### config.mk
export PLATFORM = sky130hd
export DESIGN_NAME = done_tracker32
export DESIGN_NICKNAME = d
export VERILOG_FILES = /design/src/rtl/done_tracker32.sv
export SDC_FILE = /design/constraint.sdc
export NUM_CORES = 1
export LEC_CHECK = 0
export BUFFER_PORTS_ARGS = -buffer_cell sky130_fd_sc_hd__buf_2
export CAP_MARGIN = 0
export CORE_MARGIN = 1.5
export CORE_UTILIZATION = 50
export DETAILED_ROUTE_END_ITERATION = 7
export PLACE_DENSITY = 0.77
export SLEW_MARGIN = 10
export SYNTH_ARGS = -nofsm -noshare
export SYNTH_HDL_FRONTEND = slang
export SYNTH_SLANG_ARGS = --single-unit
### constraint.sdc
create_clock -name clk -period 7 [get_ports clk]
set_input_delay 0.35 -clock clk [delete_from_list [all_inputs] [get_ports clk]]
set_output_delay 0.35 -clock clk [all_outputs]
set_load 0.005 [all_outputs]
### src/rtl/done_tracker32.sv
// done_tracker32: 32-entry done bitmap with busy count, sticky protocol error and a fence FSM
// that waits on the external and32 reduction (all_done) before acknowledging.
module done_tracker32 (
  input  logic        clk,
  input  logic        rst_aL,
  input  logic        alloc_valid,
  input  logic [4:0]  alloc_idx,
  input  logic        comp_valid,
  input  logic [4:0]  comp_idx,
  input  logic        flush,
  input  logic        fence_req,
  output logic        fence_ready,
  output logic        fence_ack,
  output logic        alloc_stall,
  output logic [31:0] done_vec,
  input  logic        all_done,
  output logic [5:0]  busy_cnt,
  output logic        err
);
  typedef enum logic [1:0] {IDLE, WAIT, ACK} state_t;
  state_t      r_state;
  logic [31:0] r_done;
  logic [5:0]  r_cnt;
  logic        r_err;
  logic        w_alloc, w_comp_set, w_comp_err, w_alloc_clr, w_alloc_err;
  logic [31:0] w_mid, w_next;
  state_t      w_state_next;
  // Completion is applied before allocation, so a same-index pair lands busy.
  always_comb begin
    w_alloc      = alloc_valid & ~alloc_stall;
    w_comp_set   = comp_valid & ~r_done[comp_idx];
    w_comp_err   = comp_valid & r_done[comp_idx];
    w_mid        = r_done | (w_comp_set ? (32'd1 << comp_idx) : 32'd0);
    w_alloc_clr  = w_alloc & w_mid[alloc_idx];
    w_alloc_err  = alloc_valid & (alloc_stall | ~w_mid[alloc_idx]);
    w_next       = w_mid & ~(w_alloc_clr ? (32'd1 << alloc_idx) : 32'd0);
    w_state_next = (r_state == IDLE) ? (fence_req ? WAIT : IDLE) :
                   (r_state == WAIT) ? (all_done ? ACK : WAIT) : IDLE;
  end
  always_ff @(posedge clk or negedge rst_aL) begin
    if (!rst_aL) begin
      r_state <= IDLE;
      r_done  <= '1;
      r_cnt   <= '0;
      r_err   <= 1'b0;
    end else if (flush) begin
      r_state <= IDLE;
      r_done  <= '1;
      r_cnt   <= '0;
      r_err   <= 1'b0;
    end else begin
      r_state <= w_state_next;
      r_done  <= w_next;
      r_cnt   <= r_cnt + {5'd0, w_alloc_clr} - {5'd0, w_comp_set};
      r_err   <= r_err | w_comp_err | w_alloc_err;
    end
  end
  assign fence_ready = (r_state == IDLE);
  assign fence_ack   = (r_state == ACK);
  assign alloc_stall = (r_state != IDLE);
  assign done_vec    = r_done;
  assign busy_cnt    = r_cnt;
  assign err         = r_err;
endmodule

* After elaboration in Yosys (flattened, before gate mapping)
Index checks and enable logic that the tools add are counted.
** Word-level totals
- Output and inout bits :: 42
- Bits in registers :: 41
- Bits of input ports :: 17
** Cells by class
- Order comparisons :: 2
- Bitwise logic cells :: 14
- Shift operators :: 2
- Equal/unequal tests :: 2
- Add/sub/neg operators :: 2
- Mux-type cells :: 14
- Reductions and logical operators :: 2
** Operators by type and width (count)
- two-way mux 32 bit :: 3
- left shift 1 x 5 -> 32 bit (first input constant) :: 2
- AND 32 bit :: 1
- inverter 32 bit :: 1
- OR 32 bit :: 1
- < comparator 5 x 6 -> 1 bit (second input constant) :: 2
- binary-select mux 1 bit (select 5 bit) :: 2
- two-way mux 2 bit :: 4
- adder 6 x 1 -> 6 bit :: 1
- two-way mux 6 bit :: 1
- subtractor 6 x 1 -> 6 bit :: 1
- AND 1 bit :: 5
- two-way mux 1 bit :: 4
- inverter 1 bit :: 3
- OR 1 bit :: 3
- equality test 2 x 1 -> 1 bit (second input constant) :: 1
- equality test 2 bit (second input constant) :: 1
- zero test 2 bit :: 1
- nonzero test 2 bit :: 1

* Longest topological paths before layout
- Depth after elaboration :: 13
- Mapped depth :: 21
- Mapped depth without buffers :: 16

* Worst setup path before layout
No wires, ideal clock.
- Path type :: input port to flip-flop
- Start :: input comp_idx[2]
- End :: register r_cnt[4], in the netlist busy_cnt[4]
- Setup time :: 0.132 ns
- Setup slack :: 3.236 ns
- Data required time :: 6.868 ns
- Stages :: 19
- Arrival time :: 3.632 ns
- Path buffers :: 3
- Cells stage by stage :: buf_2 or4b_1 or4_1 a31oi_1 o21ai_0 nand3_1 a22o_1 buf_6 buf_6 nand3_1 ha_1 inv_1 ha_1 fa_1 a21oi_1 nor2_1 nor2_1 xor2_1 nor2_1
** On the way
- Word-level cells in the longest chain between the ends :: 12
** Ends and longest elaborated chain
- start: declaration :: line 9 : input logic [4:0] comp_idx,
- binary-select mux 1 bit (select 5 bit) :: line 31 : w_comp_set = comp_valid & ~r_done[comp_idx];
- two-way mux 1 bit (implied by the code) :: line 31
- inverter 1 bit :: line 31
- AND 1 bit :: line 31
- two-way mux 32 bit :: line 33 : w_mid = r_done | (w_comp_set ? (32'd1 << comp_idx) : 32'd0);
- OR 32 bit :: line 33
- binary-select mux 1 bit (select 5 bit) :: line 34 : w_alloc_clr = w_alloc & w_mid[alloc_idx];
- two-way mux 1 bit (implied by the code) :: line 34
- AND 1 bit :: line 34
- adder 6 x 1 -> 6 bit :: line 54 : r_cnt <= r_cnt + {5'd0, w_alloc_clr} - {5'd0, w_comp_set};
- subtractor 6 x 1 -> 6 bit (*) :: line 54
- two-way mux 6 bit (*) :: line 46 : end else if (flush) begin
- end signal: assignment :: line 54
- end: declaration :: line 23 : logic [5:0] r_cnt;
Mark *: on every way between the ends. The rest lies on a longest branch, timed or not. The select of a mux whose other input is x is not followed.

* Final worst setup path
- Start :: input comp_idx[1]
- End :: register r_cnt[4], in the netlist busy_cnt[4]
Same word-level chain as after synthesis.

==> impl_metrics.ini <==
[final_layout]
finish.instance_area_um2 = 3380
diodes = 0
post_route_cells_drive_above_1_share_pct = 31.7
num-nets-final = 389
fillCellCount = 547
area_growth_syn_to_layout_pct = 11.4

[detailed_routing]
wire_per_inst_um = 19.2
antenna_left = 0
number_of_detailed_routing_iterations_run_before_antenna_repair = 6
detailroute.via_count = 2966
vias_per_cell = 6.73
drt_iter0_drc = 384
post-route-drc-count = 0
drt_wl_total_um = 8480

[global_route]
globalRouteTotalUtil_pct = 27.0
via_count_of_the_first_global_routing_pass = 2788
antenna_found_initial = 0
grt_pass1_wl_um = 13600
grt_start_max_net_pins = 42
grt_remaining_overflow = 0

[yosys]
syn-cell-area_um2 = 3030
post_synth_num_cell_types = 62
synth_area_per_cell_um2 = 9.28
synth_top_cell_area_share_pct = 27.7
ys_seq_area_share_pct = 35.1
synth_edf_count = 0
warning_count_from_the_yosys_run = 0
synthCells = 327
dominantRegCellSynth = dfstp_2
async_flop_share_pct = 100
ys_ff_latch = 41
synthDominantAreaCellType = dfstp_2
synth_area_leaders = dfstp_2, dfrtp_1, a31oi_1
mappedNetlistNets = 351

[timing]
worst_slew_margin_rel_pct = 29.3
finalSetupTns_ps = 0
clock.fmax_ghz = 0.262
hold_viol = 0
unrepaired_setup_endpoints_after_global_routing = no
worst_slew_pin_slew_ps = 1060
fin_crit_ps = 3810
timing.final.max_slew_violations = 0
min_period_over_period_pct = 54.5
skew_ps = 9.44
setup_violations = 0
fin_hold_ws_ps = 165

[clock_tree]
clockRootBuffer = clkbuf_8
clk_pin_slew_ps = 80
worst_skew_pair.late_latency_ps = 300
ctsHtreeMaxLevel = 2
max-clock-path-buffers = 2
cts_tree = done
hold_fix_buffer_count_after_cts = 0
clock_sink_count = 41
cts-buffers-inserted = 5
post_cts.repair.setup_buffers = 0
ctsResizeCount = 0

[critical_path]
crit_top_cell = nor2_1
number_of_buffers_and_inverters_on_the_critical_path = 2
path_depth = 17
critical_register_to_register_path_endpoint = busy_cnt[4]$_DFF_PN0_
criticalPathCategory = in2reg
path_max_fanout = 33
critPathSlowestCell = buf_2
start_kind = input port
cp.arrival_ps = 3970
r2r-start = done_vec[19]$_DFF_PN1_
cp-end-kind = flip-flop
cpLargestDelayFamily = adder cells
rr_worst_depth = 16
path_cells = buf_2 > mux2_4 > a2bb2oi_4 > o311a_1 > nor4b_1 > or4_1 > a22o_1 > nand3_1 > ha_1 > inv_1 > ha_1 > fa_1 > a21oi_1 > nor2_1 > nor2_1 > xor2_1 > nor2_1
setup.reg_to_reg.worst_slack_ps = 3440
cp_data_required_time_ps = 7160
cpPeakStageDelay_ps = 560

[placed_design]
count_of_buffers_from_port_buffering = 58
hpwl_um = 5920
globalplace.congestion = 0.931
post_dp_cell_area_um2 = 3260

[floorplanning]
die_height_um = 80.9
core_box_area_um2 = 5890
design.die.area_um2 = 6540
initial_core_util_pct = 51.6
die_x_um = 80.9
std_cell_rows = 28
pin_count = 59

[run_status]
run_status = completed

[power]
switchingPower_uw = 186
clock_power_share_pct = 31.9
power.density_cell_area_nw_per_um2 = 182
design_power_total_uw = 615
seq_power_share_pct = 42.4
power.share.switching_pct = 30.2
p_leak_uw = 0.00130
cell_internal_pwr_uw = 429
p_comb_share_pct = 25.7
ir_worst_vdd_mv = 0.0895

[run]
max_cap_viol_count = 0

[hold_path]
hold_path.class = in2async
[synth_stat cells, types with 2 or more instances]
| master | count |
|---|---|
| a311oi_1 | 5 |
| mux2i_1 | 12 |
| ha_1 | 6 |
| mux2_2 | 5 |
| and4b_1 | 2 |
| dfstp_2 | 32 |
| nor3b_1 | 2 |
| nor2b_1 | 12 |
| buf_1 | 2 |
| mux4_2 | 5 |
| and2_1 | 4 |
| nand4_1 | 3 |
| a211oi_1 | 10 |
| and3_1 | 2 |
| a21oi_1 | 11 |
| nand2_1 | 19 |
| buf_2 | 7 |
| nand2b_1 | 4 |
| o311ai_0 | 2 |
| buf_6 | 5 |
| inv_1 | 17 |
| a22oi_1 | 2 |
| a31oi_1 | 31 |
| nand3_1 | 5 |
| nor3_1 | 20 |
| nor4b_1 | 2 |
| or4_1 | 2 |
| xnor2_1 | 3 |
| nor2_1 | 26 |
| o311a_1 | 2 |
| a32oi_1 | 12 |
| xor2_1 | 3 |
| o2111ai_1 | 2 |
| nor4_1 | 2 |
| clkbuf_1 | 13 |
| dfrtp_1 | 9 |
[cells by family after synthesis]
logic type / Yosys count / share of synthesized area (%)
and+or+nand+nor: 113 / 19.7
adders and majority gates: 7 / 3.13
xor gates and xnor gates: 7 / 2.27
muxes: 23 / 10.0
AOI/OAI and AO/OA: 91 / 22.3
buffers and inverters: 45 / 7.46
DFF: 41 / 35.1
[placed cells by master, fill, tap and decap left out, types with 3 or more instances in the layout]
master and n:
buf_2 58, nand3_1 5, xnor2_1 3, ha_1 6
xor2_1 3, mux2i_1 12, nand2b_1 4, nor3_1 20
nand2_1 19, a311oi_1 5, mux4_2 5, nand4_1 3
inv_1 17, clkbuf_8 6, mux2_2 5, dfstp_2 32
a21oi_1 11, and2_1 4, a31oi_1 31, a32oi_1 12
nor2_1 26, dfrtp_1 9, nor2b_1 12, a211oi_1 10
[how the worst max path moves through the flow]
stage,startpoint,end,slack (ps)
floorplan,comp_idx[2],busy_cnt[4]$_DFF_PN0_,3240
global route,comp_idx[1],busy_cnt[4]$_DFF_PN0_,2970
CTS,comp_idx[1],busy_cnt[4]$_DFF_PN0_,3180
finish,comp_idx[1],busy_cnt[4]$_DFF_PN0_,3190
global placement,comp_idx[1],busy_cnt[4]$_DFF_PN0_,3020
detailed placement,comp_idx[1],busy_cnt[4]$_DFF_PN0_,2870
[state kept, by name (all words and copies together) (netlist names)]
name      count
busy_cnt      6
done_vec     32
r_state       2
err           1
[through the flow]
stage / worst slack (ps) / util [%] / instances
5_1_grt: 2970 / 57.4 / 441
6_report: 3190 / 57.4 / 441
3_5_place_dp: 2870 / 55.4 / 433
2_1_floorplan: 3240 / - / 327
3_3_place_gp: 3020 / 55.4 / 433
4_1_cts: 3180 / 57.4 / 441
[per-layer routing]
| metal | global-route usage [%] | vias to the layer above | share of wire [%] |
|---|---|---|---|
| met5 | 0 | - | 0 |
| met4 | 9.83 | 0 | 2.5 |
| met3 | 5.28 | 35 | 9.2 |
| met2 | 43.8 | 209 | 47 |
| met1 | 35.8 | 1390 | 41 |
| li1 | - | 1332 | - |
[layout make-up]
cell class,count,area [um^2],share of cell area (%)
clock buffer,7,86.3,2.55
clock inverter,1,30.0,0.889
inverter,17,63.8,1.89
multi-input combinational,241,1740,51.5
sequential,41,1070,31.5
tap,75,93.8,2.78
timing repair buffer,59,298,8.81
[power by group through the flow]
stage                     Sequential (uW)  Clock (uW)  Combinational (uW)
after floorplan                       264           0                 116
after global placement                264           0                 151
after detailed placement              264           0                 157
after CTS                             261         202                 158
after global routing                  263         213                 174
final                                 261         196                 158
Note: power is estimated with default switching activity, not from simulation.
